===== src/rtl/mdr_mem_if.sv =====
// Memory data register with its own req/ack memory port: bus loads, byte/halfword/full
// reads and writes with lane steering, sign/zero extension, alignment check and ack timeout.
module mdr_mem_if #(
  parameter int DATA_W  = 32,
  parameter int TIMEOUT = 16,
  localparam int OFF_W  = $clog2(DATA_W / 8)
) (
  input  logic                  clock,
  input  logic                  reset,
  input  logic [DATA_W-1:0]     BusMuxOut,
  input  logic                  mdr_in,
  input  logic                  rd_start,
  input  logic                  wr_start,
  input  logic [1:0]            size,
  input  logic                  sign_ext,
  input  logic [OFF_W-1:0]      byte_off,
  output logic                  mem_req,
  output logic                  mem_we,
  output logic [DATA_W-1:0]     mem_wdata,
  output logic [DATA_W/8-1:0]   mem_be,
  input  logic [DATA_W-1:0]     mem_rdata,
  input  logic                  mem_ack,
  output logic [DATA_W-1:0]     Q,
  output logic                  busy,
  output logic                  done,
  output logic                  err
);

  localparam int NB = DATA_W / 8;
  localparam int CNT_W = (TIMEOUT > 1) ? $clog2(TIMEOUT) : 1;
  localparam logic [CNT_W-1:0] CNT_LAST = CNT_W'((TIMEOUT > 0) ? TIMEOUT - 1 : 0);

  typedef enum logic [1:0] {IDLE, RD, WR} state_t;

  state_t            state, state_next;
  logic [1:0]        size_lat, size_lat_next;
  logic              sext_lat, sext_lat_next;
  logic [OFF_W-1:0]  off_lat, off_lat_next;
  logic [CNT_W-1:0]  cnt, cnt_next;
  logic [DATA_W-1:0] q_next, wdata_next;
  logic [NB-1:0]     be_next;
  logic              req_next, we_next, busy_next, done_next, err_next;

  logic [DATA_W-1:0] byte_rep, half_rep, rd_shift, rd_ext;

  // Write data: the low byte / halfword of Q copied into every lane it can occupy.
  genvar gi;
  generate
    for (gi = 0; gi < NB; gi++) begin : g_lane
      assign byte_rep[gi*8 +: 8] = Q[7:0];
      assign half_rep[gi*8 +: 8] = Q[(gi%2)*8 +: 8];
    end
  endgenerate

  function automatic logic misaligned(input logic [1:0] sz, input logic [OFF_W-1:0] off);
    case (sz)
      2'b00:   return 1'b0;
      2'b01:   return off[0];
      default: return |off;
    endcase
  endfunction

  function automatic logic [NB-1:0] lane_mask(input logic [1:0] sz, input logic [OFF_W-1:0] off);
    case (sz)
      2'b00:   return NB'(1) << off;
      2'b01:   return NB'(3) << off;
      default: return '1;
    endcase
  endfunction

  // Read path uses the attributes latched at start, not the live inputs.
  assign rd_shift = mem_rdata >> {off_lat, 3'b000};

  always_comb begin
    case (size_lat)
      2'b00:   rd_ext = {{(DATA_W-8){sext_lat & rd_shift[7]}}, rd_shift[7:0]};
      2'b01:   rd_ext = {{(DATA_W-16){sext_lat & rd_shift[15]}}, rd_shift[15:0]};
      default: rd_ext = rd_shift;
    endcase
  end

  always_comb begin
    state_next    = state;
    size_lat_next = size_lat;
    sext_lat_next = sext_lat;
    off_lat_next  = off_lat;
    cnt_next      = cnt;
    q_next        = Q;
    req_next      = mem_req;
    we_next       = mem_we;
    wdata_next    = mem_wdata;
    be_next       = mem_be;
    busy_next     = busy;
    done_next     = 1'b0;
    err_next      = 1'b0;

    case (state)
      IDLE: begin
        if (rd_start || wr_start) begin
          if (misaligned(size, byte_off)) begin
            err_next = 1'b1;
          end else begin
            req_next  = 1'b1;
            busy_next = 1'b1;
            cnt_next  = '0;
            be_next   = lane_mask(size, byte_off);
            if (rd_start) begin
              we_next       = 1'b0;
              size_lat_next = size;
              sext_lat_next = sign_ext;
              off_lat_next  = byte_off;
              state_next    = RD;
            end else begin
              we_next = 1'b1;
              case (size)
                2'b00:   wdata_next = byte_rep;
                2'b01:   wdata_next = half_rep;
                default: wdata_next = Q;
              endcase
              state_next = WR;
            end
          end
        end else if (mdr_in) begin
          q_next = BusMuxOut;
        end
      end

      RD, WR: begin
        if (mem_ack) begin
          done_next  = 1'b1;
          req_next   = 1'b0;
          busy_next  = 1'b0;
          state_next = IDLE;
          if (state == RD) q_next = rd_ext;
        end else if ((TIMEOUT != 0) && (cnt == CNT_LAST)) begin
          err_next   = 1'b1;
          req_next   = 1'b0;
          busy_next  = 1'b0;
          state_next = IDLE;
        end else if (TIMEOUT != 0) begin
          cnt_next = cnt + 1'b1;
        end
      end

      default: state_next = IDLE;
    endcase
  end

  always_ff @(posedge clock or posedge reset) begin
    if (reset) begin
      state     <= IDLE;
      size_lat  <= '0;
      sext_lat  <= 1'b0;
      off_lat   <= '0;
      cnt       <= '0;
      Q         <= '0;
      mem_req   <= 1'b0;
      mem_we    <= 1'b0;
      mem_wdata <= '0;
      mem_be    <= '0;
      busy      <= 1'b0;
      done      <= 1'b0;
      err       <= 1'b0;
    end else begin
      state     <= state_next;
      size_lat  <= size_lat_next;
      sext_lat  <= sext_lat_next;
      off_lat   <= off_lat_next;
      cnt       <= cnt_next;
      Q         <= q_next;
      mem_req   <= req_next;
      mem_we    <= we_next;
      mem_wdata <= wdata_next;
      mem_be    <= be_next;
      busy      <= busy_next;
      done      <= done_next;
      err       <= err_next;
    end
  end

endmodule


===== config.mk =====
export PLATFORM = sky130hd
export DESIGN_NAME = mdr_mem_if
export DESIGN_NICKNAME = d
export VERILOG_FILES = /design/src/rtl/mdr_mem_if.sv
export SDC_FILE = /design/constraint.sdc
export NUM_CORES = 1
export LEC_CHECK = 0
export CAP_MARGIN = 20
export CORE_UTILIZATION = 50
export CTS_CLUSTER_DIAMETER = 80
export DETAILED_ROUTE_END_ITERATION = 16
export PLACE_DENSITY_LB_ADDON = 0.25
export RECOVER_POWER = 100
export SLEW_MARGIN = 25
export SYNTH_ARGS = -nofsm -noshare
export SYNTH_HDL_FRONTEND = slang
export SYNTH_SLANG_ARGS = --single-unit

===== constraint.sdc =====
create_clock -name clock -period 9.7 [get_ports clock]
set_input_delay 2.91 -clock clock [delete_from_list [all_inputs] [get_ports clock]]
set_output_delay 2.91 -clock clock [all_outputs]
set_load 0.005 [all_outputs]

==> results by group, run 1 <==
Timing
  • Slew margin rel.: -0.2001
  • # setup viols final: 0
  • Worst-case clock skew: about 0.0066 ns
  • Final hold vios: 0
  • Slew Limit Fails: 101
  • Tmin final: 6.240 ns
  • RSZ-0062 raised after global routing: false
  • Fin crit share: 0.6433
  • Least-Margin Pin Slew: between 1.5 and 2 ns
  • Hold WS: between 0.4 and 0.5 ns
  • Fmax: 160.2 MHz
  • Final setup TNS: 0 ns

Route
  • Via count: 4120
  • DR iter-0 viols: between 200 and 300
  • DRC Markers: 0
  • Drt wl/cell: roughly 20 µm
  • WL final: 13.36 mm
  • Antenna Nets Post-Route: 0
  • Drt first pass iters: 6
  • Vias per Instance: roughly 6.1

Status
  • Failing checks: capacitance limit, slew limit
  • Status: complete, but fails checks

Synth
  • Mapped Avg Cell Area: 10.50 µm²
  • Seq/Total Area, Yosys: 0.4569
  • Yosys reg bits: 83
  • Mapped cell area: roughly 4500 µm²
  • Largest cells by area after synthesis: dfrtp_1, mux2i_1, mux2_2
  • Largest area contributor in the netlist: dfrtp_1
  • Post-synth EDFFs: 0
  • Synthesis Warnings: 0
  • Prevailing post-synth register cell: dfrtp_1
  • Post-synth ARST share: 1.000
  • Mapped Nets: ~510
  • Cells after synthesis: 433
  • Top cell type's share of synthesized area: 0.4569
  • Distinct cell type count after synthesis: 51

Cells and area
  • # fillers: ~670
  • Commonest cells after routing, fill and taps aside: dfrtp_1, dlygate4sd3_1, clkdlybuf4s50_1, nand2_1, o21ai_0
  • Final Net Count: between 600 and 700
  • Ant. Diodes: 0
  • Area growth, synth to finish: 37.27%
  • Fin util: 0.7120
  • Most common cell after layout, fill and taps aside: dfrtp_1
  • Layout cell share with drive strength beyond 1: 0.1248

Worst setup path
  • CP endpoint kind: flop
  • Critical path arrival: between 6 and 7 ns
  • Startpoint types: input port
  • CP max FO: approximately 40
  • Register-to-Register Path Depth: 7
  • WS Path Type: input port to flop
  • WP data required: approximately 9.9 ns
  • Flop-to-flop setup slack: 6.14 ns

CTS
  • Hold Buf Count CTS: 0
  • CTS max path bufs: 2
  • Post-CTS resize count: 0
  • Setup repair bufs after CTS: 0
  • CTS H-tree lvls: 3
  • Clk Latency, worst-skew pair: 0.36 ns
  • CTS Sinks: between 80 and 90
  • Num CTS Buffers: 9
  • Clock Tree Root: clkbuf_8
  • Worst-path clk slew: 0.09 ns
  • CTS tree: done

Die
  • Die H: between 90 and 100 µm
  • Std-Cell Rows: 34
  • Initial Utilization: 0.5187
  • Core area: ~8800 µm²
  • Chip width: approximately 97 µm
  • I/O Pins: between 100 and 150
  • Die Area: approximately 9500 µm²

Hold path
  • WHS Path Cells: 1
  • Hold Path Class: flop to flop

Power and ir drop
  • Peak VDD IR: about 0.16 mV
  • LEAKAGE: between 2 and 3 nW
  • PwrDens: between 300 and 400 nW/µm²

GRT
  • First-pass GRT wire length: between 20 and 25 mm
  • Initial antenna violation count: 0
  • Vias in the first global route: ~3900
  • Grt ovf: 0
  • Pin count of the biggest net entering global routing: 84
  • Tot GR Track Use: 0.2899

Job
  • Max Cap Violations: 3

Placement
  • Port Buffers: about 150
  • Final HPWL DP: approximately 9.8 mm
  • Placer Congestion: between 0.9 and 1
==> cell type report <==
class                   count  area [µm²]  share of cell area
clock buffers              11       151.4             0.02426
clock inverters             5       83.83             0.01343
inverters                   8       31.28            0.005013
multi-input cells         310        2252              0.3609
flip-flops and latches     83        2077              0.3329
well taps                 108       135.1             0.02166
repair buffers            152        1509              0.2418
==> final timing paths <==
path | from | endpoint
max | rd_start | Q[10]
min | mem_we | mem_we
max reg2reg | state[1] | Q[10]
min reg2reg | mem_we | mem_we
max in group asynchronous | reset | Q[31]
min in group asynchronous | reset | mem_wdata[22]
==> stage by stage <==
step,instance area (µm²),std cells,power (mW),setup WS [ns]
floorplan,4546,433,1.268,4.653
global placement,6035,661,1.723,4.213
detailed placement,6035,661,1.761,4.136
CTS,6270,677,2.054,4.515
global route,6240,677,2.116,3.271
finish,6240,677,1.985,3.460
==> cell families after synthesis <==
kind of cell             share of synthesized area
flip-flops                                  0.4569
AND/OR/NAND/NOR                             0.1074
multiplexers                                0.2012
XOR/XNOR                                  0.001927
buffers and inverters                      0.04129
AO/OA/AOI/OAI                               0.1803
adder cells (fa/ha/maj)                    0.01101
==> flip-flops by register name (all words and copies together), names as in the netlist <==
| signal | flops |
|---|---|
| mem_wdata | 32 |
| sext_lat | 1 |
| err | 1 |
| size_lat | 2 |
| mem_we | 1 |
| mem_be | 4 |
| done | 1 |
| busy | 1 |
| Q | 32 |
| cnt | 4 |
| state | 2 |
| off_lat | 2 |
==> metal layers <==
layer / part of all wire / vias to the layer above / GRT usage / wire [µm]
met4: 0.020 / 0 / 0.1086 / 272
met1: 0.43 / 2026 / 0.4198 / 5796
met2: 0.47 / 213 / 0.4377 / 6284
li1: - / 1855 / - / -
met5: 0 / - / 0 / 0
met3: 0.075 / 26 / 0.05108 / 1005
==> critical path, stage by stage <==
cell,delay (ns)
dlygate4sd3_1,0.62
o21ai_0,0.63
nand4_1,0.17
clkbuf_1,0.68
a311oi_1,1.15
a22oi_1,0.24
==> where the power goes <==
group	switching, mW	internal, mW
Combinational	0.476	0.528
Sequential	0.176	0.514
Clock	0.130	0.160
==> synth_stat cells, types with 2 or more instances <==
cell type	count
dfrtp_1	83
or3_1	10
nor2_1	33
nand2b_1	5
a22oi_1	24
nor4_1	2
ha_1	4
a21oi_1	22
inv_1	8
buf_2	15
and4b_1	2
a211oi_1	2
o21ai_0	44
clkbuf_1	12
a221o_1	2
buf_4	3
o221a_2	8
nand2_1	46
mux2_4	2
mux2i_1	40
mux2_2	29
a21o_1	2
mux4_2	7
No activity file was read; power rests on OpenSTA's default activity.
==> inputs of run 2 (changes only) <==
- CORE_UTILIZATION: 50 -> 42
- clock period: 9.7 -> 5.1 ns (I/O delays scaled with it)
==> results by group, run 2 (synthesis gave the netlist of run 1 again) <==
Power and ir drop
  • Sw Share: 0.4070
  • Cell-internal power: around 2.2 mW
  • Comb power frac: 0.513
  • LEAKAGE: approximately 2.7 nW
  • Peak VDD IR: ~0.23 mV
  • PwrDens: 598.6 nW/µm²
  • Switching power: roughly 1.5 mW
  • Seq pwr share: 0.356
  • Clk network pwr share: 0.131
  • Overall power: between 3 and 4 mW

Die
  • Chip width: 106.0 µm
  • I/O Pins: between 100 and 150
  • Die Area: about 11000 µm²
  • Core area: 10420 µm²
  • Std-Cell Rows: 37
  • Die H: 106.0 µm
  • Initial Utilization: 0.4364

CTS
  • CTS tree: done
  • CTS max path bufs: 2
  • CTS Sinks: 83
  • CTS H-tree lvls: 3
  • Clock Tree Root: clkbuf_8
  • Post-CTS resize count: 0
  • Hold Buf Count CTS: 0
  • Setup repair bufs after CTS: 0
  • Clk Latency, worst-skew pair: about 0.35 ns
  • Num CTS Buffers: 9
  • Worst-path clk slew: 0.09 ns

Timing
  • Least-Margin Pin Slew: between 2 and 2.5 ns
  • Slew margin rel.: -0.5322
  • Setup ws final: approximately 1 ns
  • Fmax: 244.8 MHz
  • Slew Limit Fails: 96
  • Fin crit share: 0.8008
  • Final hold vios: 0
  • RSZ-0062 raised after global routing: false
  • Final setup TNS: 0 ns
  • Tmin final: roughly 4.1 ns
  • # setup viols final: 0
  • Worst-case clock skew: 0.01571 ns

Worst setup path
  • Startpoint types: input port
  • CP max FO: 40
  • CP endpoint kind: flop
  • Critical path arrival: around 4.4 ns
  • WP data required: 5.38 ns
  • WS Path Type: input port to flop

Placement
  • Placer Congestion: 0.8683
  • Port Buffers: about 150
  • Final HPWL DP: 10.26 mm
  • Pre-CTS setup slack: about 1.2 ns

Status
  • Status: complete, but fails checks
  • Failing checks: capacitance limit, slew limit

GRT
  • Pin count of the biggest net entering global routing: 54
  • Initial antenna violation count: 0
  • Vias in the first global route: just under 4000
  • Grt ovf: 0
  • Tot GR Track Use: 0.2485
  • First-pass GRT wire length: roughly 21 mm

Cells and area
  • Ant. Diodes: 0
  • Area occupied by multi-input gates: between 2000 and 2500 µm²
  • Most common cell after layout, fill and taps aside: dfrtp_1
  • # fillers: 910
  • Seq. cell area: approximately 2100 µm²
  • Area growth, synth to finish: 38.40%
  • Commonest cells after routing, fill and taps aside: dfrtp_1, dlygate4sd3_1, clkdlybuf4s50_1, nand2_1, o21ai_0
  • Final Net Count: approximately 650
  • Regs by FF count: Q (32), mem_wdata (32)
  • Layout cell share with drive strength beyond 1: 0.1346

Route
  • Drt wl/cell: 19.09 µm
  • DR iter-0 viols: roughly 230
  • Via count: 4015
  • DRC Markers: 0
  • Antenna Nets Post-Route: 0
  • WL final: approximately 14 mm
  • Vias per Instance: between 5 and 6
  • Drt first pass iters: 5

Hold path
  • Hold Path Class: flop to flop

Job
  • Max Cap Violations: 3
[run 2: cell count changes in the layout (fill, tap and decap cells not counted), sizes merged]
cell / change
bufinv: -1
inv: +3
clkbuf: -1
buf: +2
[run 2: cell type report]
type | count | area share
Clock inverter | 7 | 0.01313
Sequential cell | 83 | 0.3302
Multi-Input combinational cell | 310 | 0.3626
Timing Repair Buffer | 155 | 0.2424
Clock buffer | 9 | 0.01969
Inverter | 8 | 0.004972
Tap cell | 136 | 0.02705
[run 2: path summary, 6_finish.rpt]
kind                            cells after the start  slack, ns            end      start
worst max register to register                      7       2.10  mem_wdata[20]   state[0]
max in group asynchronous                           3       1.25          Q[14]      reset
min in group asynchronous                           2       2.24  mem_wdata[22]      reset
worst min register to register                      2       0.49      mem_be[0]  mem_be[0]
worst min-delay path                                2       0.49      mem_be[0]  mem_be[0]
worst max-delay path                                7       1.02  mem_wdata[20]    size[1]
[run 2: critical path, cell delays in order]
cell           delay [ns]
dlygate4sd3_1        0.54
buf_4                0.24
o21ai_0              0.28
and4b_1              1.25
buf_4                0.34
nor2_1               0.05
a21oi_1              0.11
[run 2: power by group through the flow]
stage	clock network (mW)	registers, mW	logic (mW)
after CTS	0.503	1.35	2.03
after floorplan	0	1.22	1.19
after global placement	0	1.36	1.99
final	0.494	1.34	1.93
after global routing	0.527	1.38	2.12
after detailed placement	0	1.36	2.03
[run 2: per-stage QoR]
stage / util / hold WS [ns] / std cells / instance area [µm²]
finish: 0.6040 / 0.4909 / 708 / 6291
global route: 0.6040 / 0.5284 / 708 / 6291
CTS: 0.6047 / 0.5049 / 708 / 6299
detailed placement: 0.5849 / 0.4797 / 692 / 6092
global placement: 0.5849 / 0.4864 / 692 / 6092
floorplan: - / 0.4726 / 433 / 4546
[run 2: layer usage]
layer	share of wire	GRT usage	up-vias
met5	0	0	-
met4	0.012	0.06746	0
met3	0.052	0.04108	14
met2	0.47	0.3796	152
met1	0.46	0.3647	1980
li1	-	-	1869
==> inputs of run 3 (changes only) <==
- clock period: 5.1 -> 3.3 ns (I/O delays scaled with it)
==> results by group, run 3 (synthesis gave the netlist of run 1 again) <==
Job
  • Max Cap Violations: 0

CTS
  • CTS H-tree lvls: 3
  • Post-CTS resize count: 0
  • CTS max path bufs: 2
  • Clk Latency, worst-skew pair: ~0.36 ns
  • Clock Tree Root: clkbuf_8
  • CTS tree: done
  • Hold Buf Count CTS: 0
  • Worst-path clk slew: ~0.09 ns
  • Setup repair bufs after CTS: 0
  • CTS Sinks: 83
  • Num CTS Buffers: 9

Worst setup path
  • Startpoint types: input port
  • CP endpoint kind: flop
  • CP max FO: 21
  • WS Path Type: input port to flop
  • WP data required: around 3.6 ns
  • Critical path arrival: between 3 and 4 ns
  • Register-to-Register Path Depth: 7

Route
  • Drt first pass iters: 5
  • Drt wl/cell: around 19 µm
  • DRC Markers: 0
  • DR iter-0 viols: 312
  • WL final: 13.83 mm
  • Via count: 4058
  • Vias per Instance: approximately 5.7
  • Antenna Nets Post-Route: 0

GRT
  • Grt ovf: 0
  • Tot GR Track Use: 0.2551
  • First-pass GRT wire length: approximately 22 mm
  • Pin count of the biggest net entering global routing: approximately 60
  • Vias in the first global route: approximately 4000
  • Initial antenna violation count: 0

Timing
  • Slew Limit Fails: 0
  • RSZ-0062 raised after global routing: false
  • Final hold vios: 0
  • Worst-case clock skew: between 0.01 and 0.015 ns
  • Slew margin rel.: 0.2651
  • Setup ws final: 0.3535 ns
  • # setup viols final: 0
  • Least-Margin Pin Slew: 1.096 ns
  • Hold WS: a little under 0.5 ns
  • Fin crit share: 0.8929
  • Final setup TNS: 0 ns
  • Tmin final: between 2 and 3 ns
  • Fmax: 339.4 MHz

Hold path
  • Hold Path Class: flop to flop
  • WHS Path Cells: 1

Cells and area
  • Commonest cells after routing, fill and taps aside: dfrtp_1, dlygate4sd3_1, clkdlybuf4s50_1, nand2_1, o21ai_0
  • Regs by FF count: Q (32), mem_wdata (32)
  • Most common cell after layout, fill and taps aside: dfrtp_1
  • Area growth, synth to finish: 39.11%
  • Fin util: 0.6071
  • Ant. Diodes: 0
  • Layout Cells excl Fill: between 700 and 800
  • Final Net Count: about 650
  • Final Instance Area: about 6300 µm²
  • Layout cell share with drive strength beyond 1: 0.1434

Power and ir drop
  • LEAKAGE: 2.708 nW
  • Overall power: 5.814 mW
  • Peak VDD IR: roughly 0.42 mV
  • PwrDens: slightly above 900 nW/µm²

Die
  • Die H: around 110 µm
  • Die Area: between 10000 and 15000 µm²
  • Chip width: 106.0 µm
  • Std-Cell Rows: 37
  • Initial Utilization: 0.4364
  • I/O Pins: 148
  • Core area: approximately 10000 µm²

Status
  • Status: finished, final reports clean

Placement
  • Placed Instances: 699
  • Pre-CTS setup slack: 0.2299 ns
  • Final HPWL DP: between 10 and 15 mm
  • Port Buffers: 147
  • DP Area: a little over 6000 µm²
  • Placer Congestion: slightly below 0.9
run 3: power breakdown:
| group | internal [mW] | switching [mW] | leakage [nW] | total, mW |
|---|---|---|---|---|
| Sequential | 1.51 | 0.563 | 1.00 | 2.07 |
| Combinational | 1.60 | 1.42 | 1.62 | 3.02 |
| Clock | 0.295 | 0.427 | 0.0922 | 0.721 |
run 3: layout make-up:
type,count,area [µm²]
clock buffer,9,123.9
clock inverter,7,66.31
fill,900,4093
inverter,8,31.28
multi-input combinational,310,2281
sequential,83,2077
tap,136,170.2
timing repair buffer,162,1574
run 3: worst max-delay path, stage by stage:
cell and delay (ns):
dlygate4sd3_1 0.63, o21a_1 0.25, and4b_1 0.87, buf_4 0.31
nor2_1 0.05, a21oi_1 0.12
run 3: path summary, 6_finish.rpt:
check / startpoint / end / slack [ns]
setup / recovery: rd_start / mem_wdata[20] / 0.35
hold / removal: mem_we / mem_we / 0.48
setup reg to reg: state[1] / mem_wdata[20] / 0.72
hold reg to reg: mem_we / mem_we / 0.48
max in group asynchronous: reset / mem_wdata[26] / 0.63
min in group asynchronous: reset / mem_wdata[0] / 1.29
run 3: routing by layer:
layer | vias to the layer above | routed length, µm | part of all wire | global-route usage
met2 | 155 | 6491 | 0.47 | 0.4034
met5 | - | 0 | 0 | 0
met3 | 18 | 889 | 0.064 | 0.04721
met1 | 1994 | 6219 | 0.45 | 0.3624
met4 | 0 | 227 | 0.016 | 0.06052
li1 | 1891 | - | - | -
==> RTL edit: new RTL, flow settings as in run 2 <==
Change the parameter `TIMEOUT` from 16 to 8.
--- a/src/rtl/mdr_mem_if.sv
+++ b/src/rtl/mdr_mem_if.sv
@@ -2,7 +2,7 @@
 // reads and writes with lane steering, sign/zero extension, alignment check and ack timeout.
 module mdr_mem_if #(
   parameter int DATA_W  = 32,
-  parameter int TIMEOUT = 16,
+  parameter int TIMEOUT = 8,
   localparam int OFF_W  = $clog2(DATA_W / 8)
 ) (
   input  logic                  clock,
Formal check against the unedited RTL: no difference found for any inputs over 4 cycles, from zero or initial values and one cycle with reset high; that may be too few to reach the edited logic, so the function may still have changed.
==> RTL edit against run 2 <==
The run still ends with capacitance limit, slew limit left; worst setup slack worse by 0.076 ns; first-iteration DRC count up 55%; sequential share of layout area down 0.55 points; synthesized area up 3.0%; routed wire length down 0.27%; clock power up 6.9%; non-clock buffer count unchanged; count of clock-buffer cells in the layout unchanged; total power up 5.8%; critical path depth down 1; sequential cell count down 1; register-to-register slack better by 0.22 ns; design area up 0.48%; critical path type unchanged; largest power group unchanged; highest routed layer unchanged.
==> RTL edit: results (changes against run 2) <==
stage;metric;value;unit;change
run_status;run_status;complete, but fails checks;;
run_status;violations;capacitance limit, slew limit;;
global_routing;grt_pass1_wl;20.61;mm;-3.6%
layout;fillers;964;;+5.9%
worst_setup_path;crit_fanout;28;;-30%
flow_run;cap_violations;1;;-2
worst_hold_path;hold_class;flip-flop to flip-flop;;
worst_setup_path;slowest_delay;0.96;ns;-0.29 ns
drt;vias_per_cell;5.459;;-3.7%
layout;nets;676;;+4.6%
global_routing;grt_start_max_net_pins;50;;-7.4%
clock_tree;root_buffer;clkbuf_8;;
timing;clock_skew;0.01528;ns;-0.0004334 ns
synthesis;synth-seq-area-share;43.82;%;-1.9 points
power_and_ir_drop;peakVddDrop;0.2814;mV;+21%
worst_setup_path;critPathLaunch;rd_start;;
layout;register_area;2052;µm²;-1.2%
clock_tree;cts-resized-gates;0;;unchanged
synthesis;synthesis.nets;548;;+7.0%
worst_setup_path;slowest_stage;and4_1;;
placed_design;hpwl;10.17;mm;-0.88%
synthesis;synth_cell_type_count;53;;+3.9%
layout;drive_gt1_share;10.15;%;-3.3 points
worst_hold_path;min_path_cells;1;;-1
synthesis;synthTopCellsByArea;dfrtp_1 44%, mux2i_1 8.8%, mux2_2 6.7%;;
drt;routedWlPerCell;18.19;µm;-4.7%
synthesis;synth_warnings;0;;unchanged
timing;finalMaxSlewViolations;37;;-61%
placed_design;globalplace.congestion;0.8304;;-4.4%
layout;reg_top3;Q x32, mem_wdata x32, mem_be x4;;
power_and_ir_drop;power.leakage;2.591;nW;-3.5%
worst_setup_path;r2r_start;state[1];;
drt;dr.pass1.iters;4;;-1
placed_design;postPlaceCellArea;6160;µm²;+1.1%
timing;slew-limit-headroom;-11.01;%;+42 points
synthesis;yosys-top-cells-count;82 x dfrtp_1, 57 x nor2_1, 41 x mux2i_1, 35 x a21oi_1, 32 x nand2_1;;
drt;drt_iter0_markers;354;;+55%
global_routing;grt_use_total;23.61;%;-1.2 points
global_routing;grt_pass1_vias;3782;;-1.8%
worst_hold_path;worstHoldStart;mem_we;;
## RTL edit: area by class of cell
type,instances,area share (%)
Tap cell,140,2.771
Multi-Input combinational cell,342,36.78
Sequential cell,82,32.46
Clock buffer,9,1.960
Timing Repair Buffer,155,24.07
Clock inverter,7,1.584
Inverter,6,0.3761
## RTL edit: through the flow
| stage | power, W | cells | hold WS, ns | setup WS, ns |
|---|---|---|---|---|
| 5_1_grt | 0.004267 | 741 | 0.5227 | 0.7367 |
| 3_5_place_dp | 0.003646 | 725 | 0.4778 | 1.221 |
| 3_3_place_gp | 0.003585 | 725 | 0.4665 | 1.271 |
| 2_1_floorplan | 0.002673 | 468 | 0.4736 | 1.462 |
| 6_report | 0.003986 | 741 | 0.4845 | 0.9394 |
| 4_1_cts | 0.004175 | 741 | 0.4974 | 1.603 |
## RTL edit: logic make-up (layout without fill, tap and decap cells)
group / after synthesis / after routing / synth area share (%)
AO/OA/AOI/OAI: 134 / 134 / 20.41
AND/OR/NAND/NOR: 132 / 132 / 12.80
flip-flops: 82 / 82 / 43.82
multiplexers: 71 / 71 / 16.22
buffers and inverters: 44 / 177 / 5.423
adder cells (fa/ha/maj): 5 / 5 / 1.336
## RTL edit: power by group
part | internal, W | total, W | switching (W) | leakage, nW
Combinational | 0.00105 | 0.00214 | 0.00110 | 1.53
Clock | 0.000280 | 0.000528 | 0.000248 | 0.108
Sequential | 0.000981 | 0.00132 | 0.000336 | 0.951
Total | 0.00231 | 0.00399 | 0.00168 | 2.59
## RTL edit: worst paths after layout
| check | end | slack (ns) |
|---|---|---|
| max | Q[6] | 0.94 |
| min | mem_we | 0.48 |
| max reg2reg | Q[9] | 2.32 |
| min reg2reg | mem_we | 0.48 |
| max in group asynchronous | state[1] | 1.25 |
| min in group asynchronous | mem_be[1] | 2.04 |
## RTL edit: routing by layer
layer | vias up | global-route usage, % | part of all wire [%]
met5 | - | 0 | 0
met4 | 0 | 6.458 | 0.99
met3 | 10 | 2.482 | 5.9
met2 | 144 | 35.94 | 47
met1 | 1934 | 35.43 | 47
li1 | 1957 | - | -
## RTL edit: worst register-to-register path, stage by stage (launching register included)
cell	delay, ns
dfrtp_1	0.41
inv_1	0.08
ha_1	0.28
buf_4	0.37
clkinv_1	0.65
a31oi_4	0.50
o311a_1	0.28
o21ai_0	0.11
